File: config.mk
export PLATFORM = sky130hd
export DESIGN_NAME = icache_direct_mapped_flat
export DESIGN_NICKNAME = d
export VERILOG_FILES = /design/src/rtl/icache_direct_mapped_if.sv /design/src/rtl/icache_direct_mapped.sv /design/src/flat_wrapper.sv
export SDC_FILE = /design/constraint.sdc
export NUM_CORES = 1
export LEC_CHECK = 0
export ABC_CLOCK_PERIOD_IN_PS = 8000
export BUFFER_PORTS_ARGS = -buffer_cell sky130_fd_sc_hd__buf_2
export CORE_AREA = 3 3 163 165
export DETAILED_ROUTE_END_ITERATION = 10
export DIE_AREA = 0 0 166 168
export PLACE_DENSITY = 0.69
export SLEW_MARGIN = 20
export SYNTH_ARGS = -nofsm -noshare
export SYNTH_HDL_FRONTEND = slang
export SYNTH_SLANG_ARGS = --single-unit
File: constraint.sdc
create_clock -name clk -period 8 [get_ports clk]
set_input_delay 0.4 -clock clk [delete_from_list [all_inputs] [get_ports clk]]
set_output_delay 0.4 -clock clk [all_outputs]
set_load 0.1 [all_outputs]
File: src/rtl/icache_direct_mapped_if.sv
// -----------------------------------------------------------------------------
// icache_direct_mapped_if
// Bus bundle for the direct-mapped instruction cache.
//   Fetch side : i_read, i_addr (word address), i_data, i_stall, flush
//   Memory side: mem_req, mem_addr (line aligned), mem_ready, mem_rdata (line)
// Modports:
//   slave  - the cache itself (serves fetches, issues line requests)
//   master - the environment (PC stage plus memory)
// -----------------------------------------------------------------------------
interface icache_direct_mapped_if #(
    parameter int OFFSET_BITS = 2,
    parameter int DATA_W      = 16
);
    localparam int LINE_W = DATA_W << OFFSET_BITS;

    logic              i_read;
    logic [15:0]       i_addr;
    logic [DATA_W-1:0] i_data;
    logic              i_stall;
    logic              flush;
    logic              mem_req;
    logic [15:0]       mem_addr;
    logic              mem_ready;
    logic [LINE_W-1:0] mem_rdata;

    modport slave (
        input  i_read, i_addr, flush, mem_ready, mem_rdata,
        output i_data, i_stall, mem_req, mem_addr
    );

    modport master (
        output i_read, i_addr, flush, mem_ready, mem_rdata,
        input  i_data, i_stall, mem_req, mem_addr
    );
endinterface

File: src/rtl/icache_direct_mapped.sv
// -----------------------------------------------------------------------------
// icache_direct_mapped
// Direct-mapped, read-only instruction cache between the PC and memory.
// Hits return the word combinationally in the same cycle; a miss raises
// i_stall immediately and fetches the whole line over a req/ready handshake.
//
// Ports:
//   clk      - clock
//   reset_n  - asynchronous active-low reset
//   bus      - icache_direct_mapped_if.slave (fetch + memory line port)
//   hit_count, miss_count - saturating lookup counters (only with
//              ICACHE_STATS_EN defined)
//
// Optional feature macro: ICACHE_STATS_EN
// -----------------------------------------------------------------------------
module icache_direct_mapped #(
    parameter int INDEX_BITS  = 2,
    parameter int OFFSET_BITS = 2,
    parameter int DATA_W      = 16
) (
    input  logic                   clk,
    input  logic                   reset_n,
    icache_direct_mapped_if.slave  bus
`ifdef ICACHE_STATS_EN
    ,
    output logic [15:0]            hit_count,
    output logic [15:0]            miss_count
`endif
);
    localparam int LINES  = 1 << INDEX_BITS;
    localparam int WORDS  = 1 << OFFSET_BITS;
    localparam int LINE_W = DATA_W << OFFSET_BITS;
    localparam int TAG_W  = 16 - INDEX_BITS - OFFSET_BITS;

    typedef enum logic {IDLE, MISS} state_t;

    state_t                 state_reg;
    state_t                 state_next;

    logic [LINES-1:0]       valid_reg;
    logic [TAG_W-1:0]       tag_mem  [LINES];
    logic [LINE_W-1:0]      data_mem [LINES];

    logic [TAG_W-1:0]       miss_tag_reg;
    logic [INDEX_BITS-1:0]  miss_index_reg;
    logic                   flush_pending_reg;

    logic [OFFSET_BITS-1:0] req_offset;
    logic [INDEX_BITS-1:0]  req_index;
    logic [TAG_W-1:0]       req_tag;
    logic [LINE_W-1:0]      hit_line;
    logic [DATA_W-1:0]      hit_words [WORDS];
    logic                   hit;
    logic                   lookup_hit;
    logic                   lookup_miss;
    logic                   fill_en;

    assign req_offset = bus.i_addr[OFFSET_BITS-1:0];
    assign req_index  = bus.i_addr[OFFSET_BITS +: INDEX_BITS];
    assign req_tag    = bus.i_addr[15 -: TAG_W];

    assign hit_line = data_mem[req_index];
    assign hit      = valid_reg[req_index] && (tag_mem[req_index] == req_tag);

    for (genvar gi = 0; gi < WORDS; gi++) begin : g_word
        assign hit_words[gi] = hit_line[gi*DATA_W +: DATA_W];
    end

    // Lookups only happen in IDLE; reset_n gates them so an asserted reset
    // shows no stall and latches nothing even while i_read is high.
    assign lookup_hit  = reset_n && (state_reg == IDLE) && bus.i_read && hit;
    assign lookup_miss = reset_n && (state_reg == IDLE) && bus.i_read && !hit;

    always_comb begin
        state_next   = state_reg;
        fill_en      = 1'b0;
        bus.i_stall  = 1'b0;
        bus.i_data   = '0;
        bus.mem_req  = 1'b0;
        bus.mem_addr = '0;
        case (state_reg)
            IDLE: begin
                if (lookup_hit) begin
                    bus.i_data = hit_words[req_offset];
                end
                if (lookup_miss) begin
                    bus.i_stall = 1'b1;
                    state_next  = MISS;
                end
            end
            MISS: begin
                // i_addr is not looked at here: the PC is frozen and the
                // line to fetch comes from the latched miss tag/index.
                bus.mem_req  = 1'b1;
                bus.mem_addr = {miss_tag_reg, miss_index_reg, {OFFSET_BITS{1'b0}}};
                bus.i_stall  = 1'b1;
                if (bus.mem_ready) begin
                    fill_en    = 1'b1;
                    state_next = IDLE;
                end
            end
            default: state_next = IDLE;
        endcase
    end

    always_ff @(posedge clk or negedge reset_n) begin
        if (!reset_n) begin
            state_reg         <= IDLE;
            miss_tag_reg      <= '0;
            miss_index_reg    <= '0;
            flush_pending_reg <= 1'b0;
        end else begin
            state_reg <= state_next;
            if (lookup_miss) begin
                miss_tag_reg   <= req_tag;
                miss_index_reg <= req_index;
            end
            // A flush while the fill is outstanding must poison that fill.
            if (fill_en) begin
                flush_pending_reg <= 1'b0;
            end else if ((state_reg == MISS) && bus.flush) begin
                flush_pending_reg <= 1'b1;
            end
        end
    end

    // Line payload and tag carry no reset; valid_reg alone qualifies them.
    always_ff @(posedge clk) begin
        if (fill_en) begin
            data_mem[miss_index_reg] <= bus.mem_rdata;
            tag_mem[miss_index_reg]  <= miss_tag_reg;
        end
    end

    // Per-line valid bit. A fill coinciding with (or preceded by) a flush
    // in the same miss is written invalid so stale data is never served.
    for (genvar gi = 0; gi < LINES; gi++) begin : g_valid
        always_ff @(posedge clk or negedge reset_n) begin
            if (!reset_n) begin
                valid_reg[gi] <= 1'b0;
            end else if (fill_en && (miss_index_reg == INDEX_BITS'(gi))) begin
                valid_reg[gi] <= !(flush_pending_reg || bus.flush);
            end else if (bus.flush) begin
                valid_reg[gi] <= 1'b0;
            end
        end
    end

`ifdef ICACHE_STATS_EN
    // One count per IDLE lookup; stall cycles of a miss are not recounted.
    always_ff @(posedge clk or negedge reset_n) begin
        if (!reset_n) begin
            hit_count  <= '0;
            miss_count <= '0;
        end else begin
            if (lookup_hit && (hit_count != 16'hFFFF)) begin
                hit_count <= hit_count + 16'd1;
            end
            if (lookup_miss && (miss_count != 16'hFFFF)) begin
                miss_count <= miss_count + 16'd1;
            end
        end
    end
`endif

endmodule

File: src/flat_wrapper.sv
// flat-port wrapper written by rule: the top's interface ports become plain ports
module icache_direct_mapped_flat 
#(
    parameter int INDEX_BITS  = 2,
    parameter int OFFSET_BITS = 2,
    parameter int DATA_W      = 16
)
  (clk, reset_n, bus_i_read, bus_i_addr, bus_flush, bus_mem_ready, bus_mem_rdata, bus_i_data, bus_i_stall, bus_mem_req, bus_mem_addr);
  icache_direct_mapped_if #(.OFFSET_BITS(OFFSET_BITS), .DATA_W(DATA_W)) bus_i ();
  input  logic clk;
  input  logic reset_n;
  input wire logic [$bits(bus_i.i_read)-1:0] bus_i_read;
  input wire logic [$bits(bus_i.i_addr)-1:0] bus_i_addr;
  input wire logic [$bits(bus_i.flush)-1:0] bus_flush;
  input wire logic [$bits(bus_i.mem_ready)-1:0] bus_mem_ready;
  input wire logic [$bits(bus_i.mem_rdata)-1:0] bus_mem_rdata;
  output wire logic [$bits(bus_i.i_data)-1:0] bus_i_data;
  output wire logic [$bits(bus_i.i_stall)-1:0] bus_i_stall;
  output wire logic [$bits(bus_i.mem_req)-1:0] bus_mem_req;
  output wire logic [$bits(bus_i.mem_addr)-1:0] bus_mem_addr;
  assign bus_i.i_read = bus_i_read;
  assign bus_i.i_addr = bus_i_addr;
  assign bus_i.flush = bus_flush;
  assign bus_i.mem_ready = bus_mem_ready;
  assign bus_i.mem_rdata = bus_mem_rdata;
  assign bus_i_data = bus_i.i_data;
  assign bus_i_stall = bus_i.i_stall;
  assign bus_mem_req = bus_i.mem_req;
  assign bus_mem_addr = bus_i.mem_addr;
  icache_direct_mapped #(.INDEX_BITS(INDEX_BITS), .OFFSET_BITS(OFFSET_BITS), .DATA_W(DATA_W)) u_core (.clk(clk), .reset_n(reset_n), .bus(bus_i));
endmodule
==> results of run 1 <==
[layout make-up]
type | instances | area (sq um)
clock buffer | 43 | 948
clock inverter | 19 | 216
fill | 1831 | 10500
inverter | 1 | 3.75
multi-input combinational | 185 | 2790
sequential | 324 | 9630
tap | 330 | 413
timing repair buffer | 123 | 648
[worst paths after layout]
path / start / end / slack [ns]
setup / recovery: bus_i_addr[2] / bus_i_data[14] / 3.51
hold / removal: bus_mem_rdata[46] / u_core.data_mem[1][46]$_DFFE_PP_ / 0.12
setup reg to reg: u_core.state_reg$_DFF_PN0_ / u_core.data_mem[1][57]$_DFFE_PP_ / 4.69
hold reg to reg: u_core.miss_tag_reg[10]$_DFFE_PN0P_ / u_core.tag_mem[0][10]$_DFFE_PP_ / 0.55
max in group asynchronous: reset_n / u_core.miss_tag_reg[6]$_DFFE_PN0P_ / 7.27
min in group asynchronous: reset_n / u_core.miss_tag_reg[10]$_DFFE_PN0P_ / 0.39
[repair_timing]
item,in CTS,in global routing
hold buffers,1,0
buffers inserted,0,0
endpoints found under the hold margin,20,0
[cells by family after synthesis]
| family | after synthesis | share of synthesized area, % |
|---|---|---|
| compound gates | 9 | 0.538 |
| other cells | 1 | 0.0299 |
| flops | 324 | 76.7 |
| xor+xnor | 13 | 0.907 |
| buf+inv | 29 | 1.21 |
| simple gates | 52 | 2.43 |
| mux | 109 | 18.2 |
[metal layers]
metal / GRT usage [%] / share of wire, %
met1: 23.9 / 42
met2: 28.8 / 50
met3: 3.62 / 5.9
met4: 4.09 / 1.7
met5: 0 / 0.23
[placed cells by master (no fill, tap or decap), types with 2 or more instances in the layout]
cell type,n
a211oi_1,4
a21oi_1,2
and2_1,14
and4_1,2
buf_2,114
buf_4,6
buf_6,2
bufinv_16,5
clkbuf_1,6
clkbuf_16,37
clkinv_1,6
clkinv_2,7
conb_1,2
dfrtp_1,20
edfxtp_1,304
mux2_2,7
mux2_4,8
mux2i_1,3
mux4_2,91
nand2_1,6
nor2_1,5
nor2b_1,16
nor3_2,2
nor3b_2,2
xnor2_1,13
[where the power goes]
part	internal, uW	switching [uW]	total, uW
clock network	1000	605	1610
registers	1950	40.6	1990
logic	121	198	319
total	3070	843	3920
[stage by stage]
step                      setup WS [ns]  instances  instance area [sq um]  utilization, %
after floorplan                   0.253        538                  12600               -
after global placement             3.03        962                  13500            53.5
after detailed placement           3.02        962                  13500            53.5
after CTS                          3.00       1025                  14600            58.2
after global routing               3.07       1025                  14700            58.2
final                              3.51       1025                  14700            58.2
==> results.cfg, run 1 <==
[run_status]
run_status = completed

[placed_design]
io_buffers = 116
place_congestion = 0.734
dp_hpwl_um = 13600

[sta]
worst_pin_slew_ns = 1.05
setup_tns_ns = 0
setup_viol = 0
finalMaxSlewViolations = 0
maxSlewHeadroom_pct = 29.9
period_needed_ns = 4.49
finalHoldViolations = 0
whs_ns = 0.119
fmax_mhz = 223
rsz0062_at_grt = false
fin_skew_ns = 0.0128
min_period_over_period_pct = 56.2

[cts]
clkTransAtPathRegs_ns = 0.06
clk_latency_ns = 0.50
cts.sinks = 324
cts_resized = 0
htreeDepth = 2
numCtsBuffers = 35
tritoncts = done
clk_path_buf_depth = 3
clockRootBuffer = clkbuf_16

[routing]
wl_um = 23700
wire_per_inst_um = 23.1
initialDrtViolationCount = 550
drcViolationCount = 0
ant_nets = 0
drtPass1Iterations = 5
vias = 5785
viasPerCell = 5.64

[power_and_ir_drop]
p_total_uw = 3920
powerDensity_nw_per_um2 = 267
ir_worst_vdd_mv = 0.190
leakage_uw = 0.00495

[floorplan]
dieArea_sq_um = 27900
die_w_um = 166
fp.dieH_um = 168
ioPinCount = 119
core-area_sq_um = 25200
start_util_pct = 49.8
num_rows = 58

[global_routing]
grt_pass1_vias = 6485
grt_usage_pct = 17.2
grt_max_degree = 81
antenna_found_initial = 4
overflow = 0
grt_first_pass_wirelength_um = 37200

[critical_path]
cpMaxStageDelayCell = nand3_1
worstSetupEndpointType = primary output
worstPathArrival_ns = 4.09
crit_path_max_fanout = 55
r2r_cells = 3
critPathTopFamily = buffers and inverters
worst-path-stages = 8
cpPeakStageDelay_ns = 0.72
worstPathRequired_ns = 7.60
cp_cell_sequence = buf_6 -> buf_4 -> mux4_2 -> xnor2_1 -> and4_1 -> nand3_1 -> nor2b_1 -> buf_2
worstSetupPathType = input port to primary output
crit_buf_inv = 3
start_kind = input port

[synth]
synth_cells = 537
syn_avg_cell_area_sq_um = 23.4
async_flop_share_pct = 6.17
ys_types = 31
seq_area_frac_synth_pct = 76.7
synth_edf_count = 304
yosys_most_used_dff = edfxtp_1
ys_top_cells_by_count = edfxtp_1 (304), mux4_2 (91), dfrtp_1 (20)
synth.most_common_cell = edfxtp_1
netlist_area_sq_um = 12500
synth_seq_cells = 324
ys_warn_count = 0
synth_top_cell_by_area = edfxtp_1
synthTopCellsByArea = edfxtp_1 (73%), mux4_2 (16%), dfrtp_1 (4.0%)
yosysTopAreaCellShare_pct = 72.7

[final_layout]
num_antenna_cells = 0
nets = 755
largest_reg_flops = 256
area_growth_pct = 16.8
drive_above_1_share_pct = 40.9

[min_path]
hold_class = input port to flip-flop
hold_depth = 1

[job]
drv_cap = 0
(Power assumes the default switching activity.)
==> run 2, diff against run 1 <==
--- a/config.mk
+++ b/config.mk
@@ -5,7 +5,7 @@
 export SDC_FILE = /design/constraint.sdc
 export NUM_CORES = 1
 export LEC_CHECK = 0
-export ABC_CLOCK_PERIOD_IN_PS = 8000
+export ABC_CLOCK_PERIOD_IN_PS = 4250
 export BUFFER_PORTS_ARGS = -buffer_cell sky130_fd_sc_hd__buf_2
 export CORE_AREA = 3 3 163 165
 export DETAILED_ROUTE_END_ITERATION = 10
==> constraint.sdc (replaced) <==
create_clock -name clk -period 4.25 [get_ports clk]
set_input_delay 0.2125 -clock clk [delete_from_list [all_inputs] [get_ports clk]]
set_output_delay 0.2125 -clock clk [all_outputs]
set_load 0.1 [all_outputs]
==> results.cfg, run 2 (same netlist as run 1, synthesis figures left out) <==
[final_layout]
layout_common_cells = edfxtp_1 (304), buf_2 (98), mux4_2 (91)
stdcell_count = 1100
drive_above_1_share_pct = 36.7
layout_commonest_cell = edfxtp_1
area_growth_pct = 24.2
nets = 833
final_util_pct = 61.9
largest_reg_flops = 256
nFillCells = 1721

[cts]
clkTransAtPathRegs_ns = 0.06
clk_path_buf_depth = 3
cts_setup_buffers = 0
clk_latency_ns = 0.49
htreeDepth = 2
holdBufCountCts = 76
cts_resized = 0
tritoncts = done
clockRootBuffer = clkbuf_16
numCtsBuffers = 34
cts.sinks = 324

[power_and_ir_drop]
ir_worst_vdd_mv = 0.376
clkPwrFrac_pct = 38.3
pwr-share-comb_pct = 9.2
p_total_uw = 7140
switching_share_pct = 21.9
seqPwrFrac_pct = 52.5
p_sw_uw = 1560
powerDensity_nw_per_um2 = 458
leakage_uw = 0.00527
intPower_uw = 5580

[critical_path]
worstSetupPathType = flip-flop to primary output
cpPeakStageDelay_ns = 0.48
worstPathRequired_ns = 4.04
worstSetupEndpointType = primary output
start_kind = flip-flop
worstPathArrival_ns = 3.07
cpMaxStageDelayCell = mux4_2
ff2ff_setup_slack_ns = 1.77
crit_path_max_fanout = 10
cp_cell_sequence = mux4_2 -> xnor2_1 -> nand4_1 -> nor3_1 -> nand3_1 -> buf_4 -> nor2b_1 -> buf_12

[placed_design]
io_buffers = 116
dpl.cell_count = 966
place_congestion = 0.731
preCtsSetupSlack_ns = 1.03

[floorplan]
ioPinCount = 119
core-area_sq_um = 25200
die_w_um = 166
fp.dieH_um = 168
start_util_pct = 49.8
dieArea_sq_um = 27900
num_rows = 58

[global_routing]
grt_usage_pct = 17.2
antenna_found_initial = 1
grt.met3_usage_pct = 3.40
top_usage_layer = met2
grt_max_degree = 79
grtUsageMet2_pct = 30.1
grt_use_met1_pct = 22.7
grt_first_pass_wirelength_um = 37500
overflow = 0
grt_pass1_vias = 6624

[routing]
vias = 6017
drtPass1Iterations = 6
viasPerCell = 5.47
wire_per_inst_um = 21.6
drcViolationCount = 0
ant_nets = 0
initialDrtViolationCount = 408
wl_um = 23700

[sta]
maxSlewHeadroom_pct = 51.3
fmax_mhz = 305
fin_skew_ns = 0.0124
setup_viol = 0
finalMaxSlewViolations = 0
rsz0062_at_grt = false
period_needed_ns = 3.28
finalHoldViolations = 0
setup_tns_ns = 0
min_period_over_period_pct = 77.2
worst_pin_slew_ns = 0.730
setup_ws_ns = 0.968

[job]
drv_cap = 0

[run_status]
run_status = completed

[min_path]
hold_class = input port to flip-flop
## run 2: cell count changes in the layout (fill, tap and decap cells not counted), moves of 2 or more
cell           before  now
nor3b_2             2    0
clkbuf_1            6    8
buf_2             114   98
bufinv_16           5    2
clkinv_2            7    4
clkbuf_16          37   35
buf_12              0   19
nor3b_4             0    2
dlygate4sd3_1       1   76
buf_6               2    0
buf_4               6    9
## run 2: critical path, delay by kind of cell, from the launching register on
kind / cells / cell delay [ns]
DFF: 1 / 0.37
muxes: 1 / 0.48
buffers and inverters: 2 / 0.56
and+or+nand+nor: 4 / 1.01
xor gates and xnor gates: 1 / 0.16
## run 2: layout make-up
cell class              instances  area [sq um]  area share [%]
flip-flops and latches        324          9630            61.8
multi-input cells             185          2810            18.0
repair buffers                202          1700            10.9
clock buffers                  43           906            5.81
well taps                     330           413            2.65
clock inverters                14           124           0.795
inverters                       1          3.75          0.0241
diodes                          1          2.50          0.0161
## run 2: power groups by stage
stage	registers (uW)	logic, uW	clock network [uW]
2_1_floorplan	3800	443	0
3_3_place_gp	3800	599	0
3_5_place_dp	3820	610	0
4_1_cts	3750	671	2800
5_1_grt	3760	703	2930
6_report	3750	659	2730
## run 2: path summary, 6_finish.rpt
| path | end | cells past startpoint | startpoint |
|---|---|---|---|
| min reg2reg | u_core.valid_reg[0]$_DFFE_PN0P_ | 1 | u_core.flush_pending_reg$_DFFE_PN0P_ |
| min in group asynchronous | u_core.miss_tag_reg[9]$_DFFE_PN0P_ | 2 | reset_n |
| max reg2reg | u_core.miss_tag_reg[8]$_DFFE_PN0P_ | 6 | u_core.tag_mem[3][6]$_DFFE_PP_ |
| min | u_core.miss_tag_reg[2]$_DFFE_PN0P_ | 2 | bus_i_addr[6] |
| max in group asynchronous | u_core.state_reg$_DFF_PN0_ | 2 | reset_n |
| max | bus_i_data[13] | 8 | u_core.tag_mem[3][9]$_DFFE_PP_ |
## run 2: through the flow
step | hold slack (ns) | cell area (sq um)
global placement | 0.196 | 13800
finish | 0.0217 | 15600
CTS | 0.0138 | 15600
detailed placement | 0.213 | 13800
global route | 0.0167 | 15600
floorplan | -0.0831 | 12600
## run 2: layer usage
metal  vias up  part of all wire, %
li1       2665                    -
met1      3159                   41
met2       166                   53
met3        27                  4.9
met4         0                  1.2
met5         -                    0
==> run 3, diff against run 2 <==
--- a/config.mk
+++ b/config.mk
@@ -5,11 +5,12 @@
 export SDC_FILE = /design/constraint.sdc
 export NUM_CORES = 1
 export LEC_CHECK = 0
-export ABC_CLOCK_PERIOD_IN_PS = 4250
+export ABC_AREA = 1
+export ABC_CLOCK_PERIOD_IN_PS = 3110
 export BUFFER_PORTS_ARGS = -buffer_cell sky130_fd_sc_hd__buf_2
-export CORE_AREA = 3 3 163 165
+export CORE_AREA = 3 3 167 169
 export DETAILED_ROUTE_END_ITERATION = 10
-export DIE_AREA = 0 0 166 168
+export DIE_AREA = 0 0 170 172
 export PLACE_DENSITY = 0.69
 export SLEW_MARGIN = 20
 export SYNTH_ARGS = -nofsm -noshare
==> constraint.sdc (replaced) <==
create_clock -name clk -period 3.11 [get_ports clk]
set_input_delay 0.1555 -clock clk [delete_from_list [all_inputs] [get_ports clk]]
set_output_delay 0.1555 -clock clk [all_outputs]
set_load 0.1 [all_outputs]
==> results.cfg, run 3 <==
[run_status]
run_status = completed

[floorplan]
ioPinCount = 119
num_rows = 60
dieArea_sq_um = 29200
die_w_um = 170
start_util_pct = 49.2
core-area_sq_um = 26700
fp.dieH_um = 172

[cts]
clkTransAtPathRegs_ns = 0.06
clockRootBuffer = clkbuf_16
cts_setup_buffers = 0
numCtsBuffers = 31
htreeDepth = 1
tritoncts = done
clk_latency_ns = 0.55
clk_path_buf_depth = 3
cts.sinks = 324

[synth]
seq_area_frac_synth_pct = 73.3
ys_types = 26
ys_top_cells_by_count = nand2_1 (382), edfxtp_1 (304), nand3_1 (161)
yosysTopAreaCellShare_pct = 69.5
synth_top_cell_by_area = edfxtp_1
yosys_most_used_dff = edfxtp_1
synth.most_common_cell = nand2_1
synthTopCellsByArea = edfxtp_1 (69%), nand2_1 (11%), nand3_1 (6.1%)
syn_avg_cell_area_sq_um = 11.7
synth_edf_count = 304
ys_warn_count = 0
async_flop_share_pct = 6.17
synth_cells = 1118
netlist_area_sq_um = 13100
synth_seq_cells = 324

[routing]
wl_um = 32100
viasPerCell = 5.52
wire_per_inst_um = 19.3
drtPass1Iterations = 5
vias = 9201
drcViolationCount = 0
initialDrtViolationCount = 920
ant_nets = 0

[power_and_ir_drop]
leakage_uw = 0.00625
pwr-share-comb_pct = 10.1
ir_worst_vdd_mv = 0.321
switching_share_pct = 23.6
p_sw_uw = 2290
clkPwrFrac_pct = 37.5
seqPwrFrac_pct = 52.4
intPower_uw = 7420
powerDensity_nw_per_um2 = 598

[global_routing]
grt_usage_pct = 21.8
grt_pass1_vias = 8920
antenna_found_initial = 1
overflow = 0
grt_first_pass_wirelength_um = 49500
grt_max_degree = 127

[sta]
rsz0062_at_grt = false
finalHoldViolations = 0
period_needed_ns = 2.89
maxSlewHeadroom_pct = 49.2
worst_pin_slew_ns = 0.759
min_period_over_period_pct = 92.9
whs_ns = 0.155
setup_viol = 0
finalMaxSlewViolations = 0
setup_tns_ns = 0
fmax_mhz = 346
fin_skew_ns = 0.0122

[critical_path]
worstSetupEndpointType = primary output
r2r_cells = 10
worstPathArrival_ns = 2.73
worstPathRequired_ns = 2.95
crit_path_max_fanout = 16
worstSetupPathType = flip-flop to primary output
start_kind = flip-flop

[final_layout]
stdcell_count = 1668
drive_above_1_share_pct = 14.7
area_growth_pct = 23.7
final_util_pct = 60.8
largest_reg_flops = 256
layout_common_cells = nand2_1 (381), edfxtp_1 (304), nand3_1 (161)
layout_commonest_cell = nand2_1
nets = 1388

[job]
drv_cap = 0

[placed_design]
dpl.cell_count = 1532
io_buffers = 116
place_congestion = 0.778
dp_hpwl_um = 18800

[min_path]
hold_class = input port to async pin
==> run 3: changes by cell type after synthesis, moves of 18 or more <==
cell      before  now
a21oi_1        2   66
nand3_1        1  161
clkbuf_1       8   26
nand2_1        6  382
inv_1          1   26
nor2_1         5   23
mux4_2        91    0
==> run 3: worst paths after layout <==
check                                                start                                 end  slack (ns)
setup reg to reg            u_core.tag_mem[1][9]$_DFFE_PP_          u_core.state_reg$_DFF_PN0_        1.06
max in group asynchronous                          reset_n          u_core.state_reg$_DFF_PN0_        2.69
hold / removal                                     reset_n  u_core.miss_tag_reg[7]$_DFFE_PN0P_        0.15
min in group clk                                bus_i_read  u_core.miss_tag_reg[5]$_DFFE_PN0P_        0.25
hold reg to reg            u_core.valid_reg[3]$_DFFE_PN0P_     u_core.valid_reg[3]$_DFFE_PN0P_        0.54
setup / recovery            u_core.tag_mem[1][9]$_DFFE_PP_                       bus_i_data[2]        0.22
==> run 3: area by class of cell <==
cell class                 count  area, sq um
antenna                        1         2.50
clock buffer                  44          845
clock inverter                12          143
fill                        2086        10500
inverter                      29          111
multi-input combinational    700         3170
sequential                   324         9630
tap                          341          427
timing repair buffer         217         1920
==> run 3: per-stage QoR <==
step | setup WS, ns | power, uW | instance area, sq um
after global routing | 0.110 | 10100 | 16200
final | 0.221 | 9710 | 16200
after CTS | 0.235 | 9760 | 16200
after detailed placement | 0.435 | 6070 | 14500
after floorplan | -0.111 | 5750 | 13200
after global placement | 0.455 | 6050 | 14500
==> run 3: cells by family after synthesis <==
group / after synthesis / share of synthesized area (%)
compound gates: 117 / 5.11
buf+inv: 95 / 3.09
other cells: 1 / 0.0285
flops: 324 / 73.3
simple gates: 581 / 18.5
==> run 3: metal layers <==
layer / global-route usage [%] / part of all wire [%]
met3: 3.43 / 6.6
met1: 30.1 / 42
met5: 0 / 0
met4: 6.49 / 2.6
met2: 36.2 / 49
==> run 3: critical path, stage by stage, from the launching register on <==
cell and delay (ns):
edfxtp_1 0.38, nand2_1 0.09, nand3_1 0.11, nand3b_1 0.13
nand2_1 0.06, nor2_1 0.10, nand2_1 0.06, nor2_2 0.17
nand3_2 0.39, nor2_1 0.45, buf_12 0.23
==> run 3: what timing repair did <==
item	in CTS	in global routing
gates resized for setup	0	0
hold endpoints to repair	292	0
hold buffers	79	0
==> run 3: power by group through the flow <==
stage	Combinational, uW	Sequential, uW	Clock [uW]
after global routing	1070	5110	3880
after floorplan	585	5160	0
final	979	5090	3640
after detailed placement	896	5180	0
after global placement	879	5170	0
after CTS	983	5090	3690
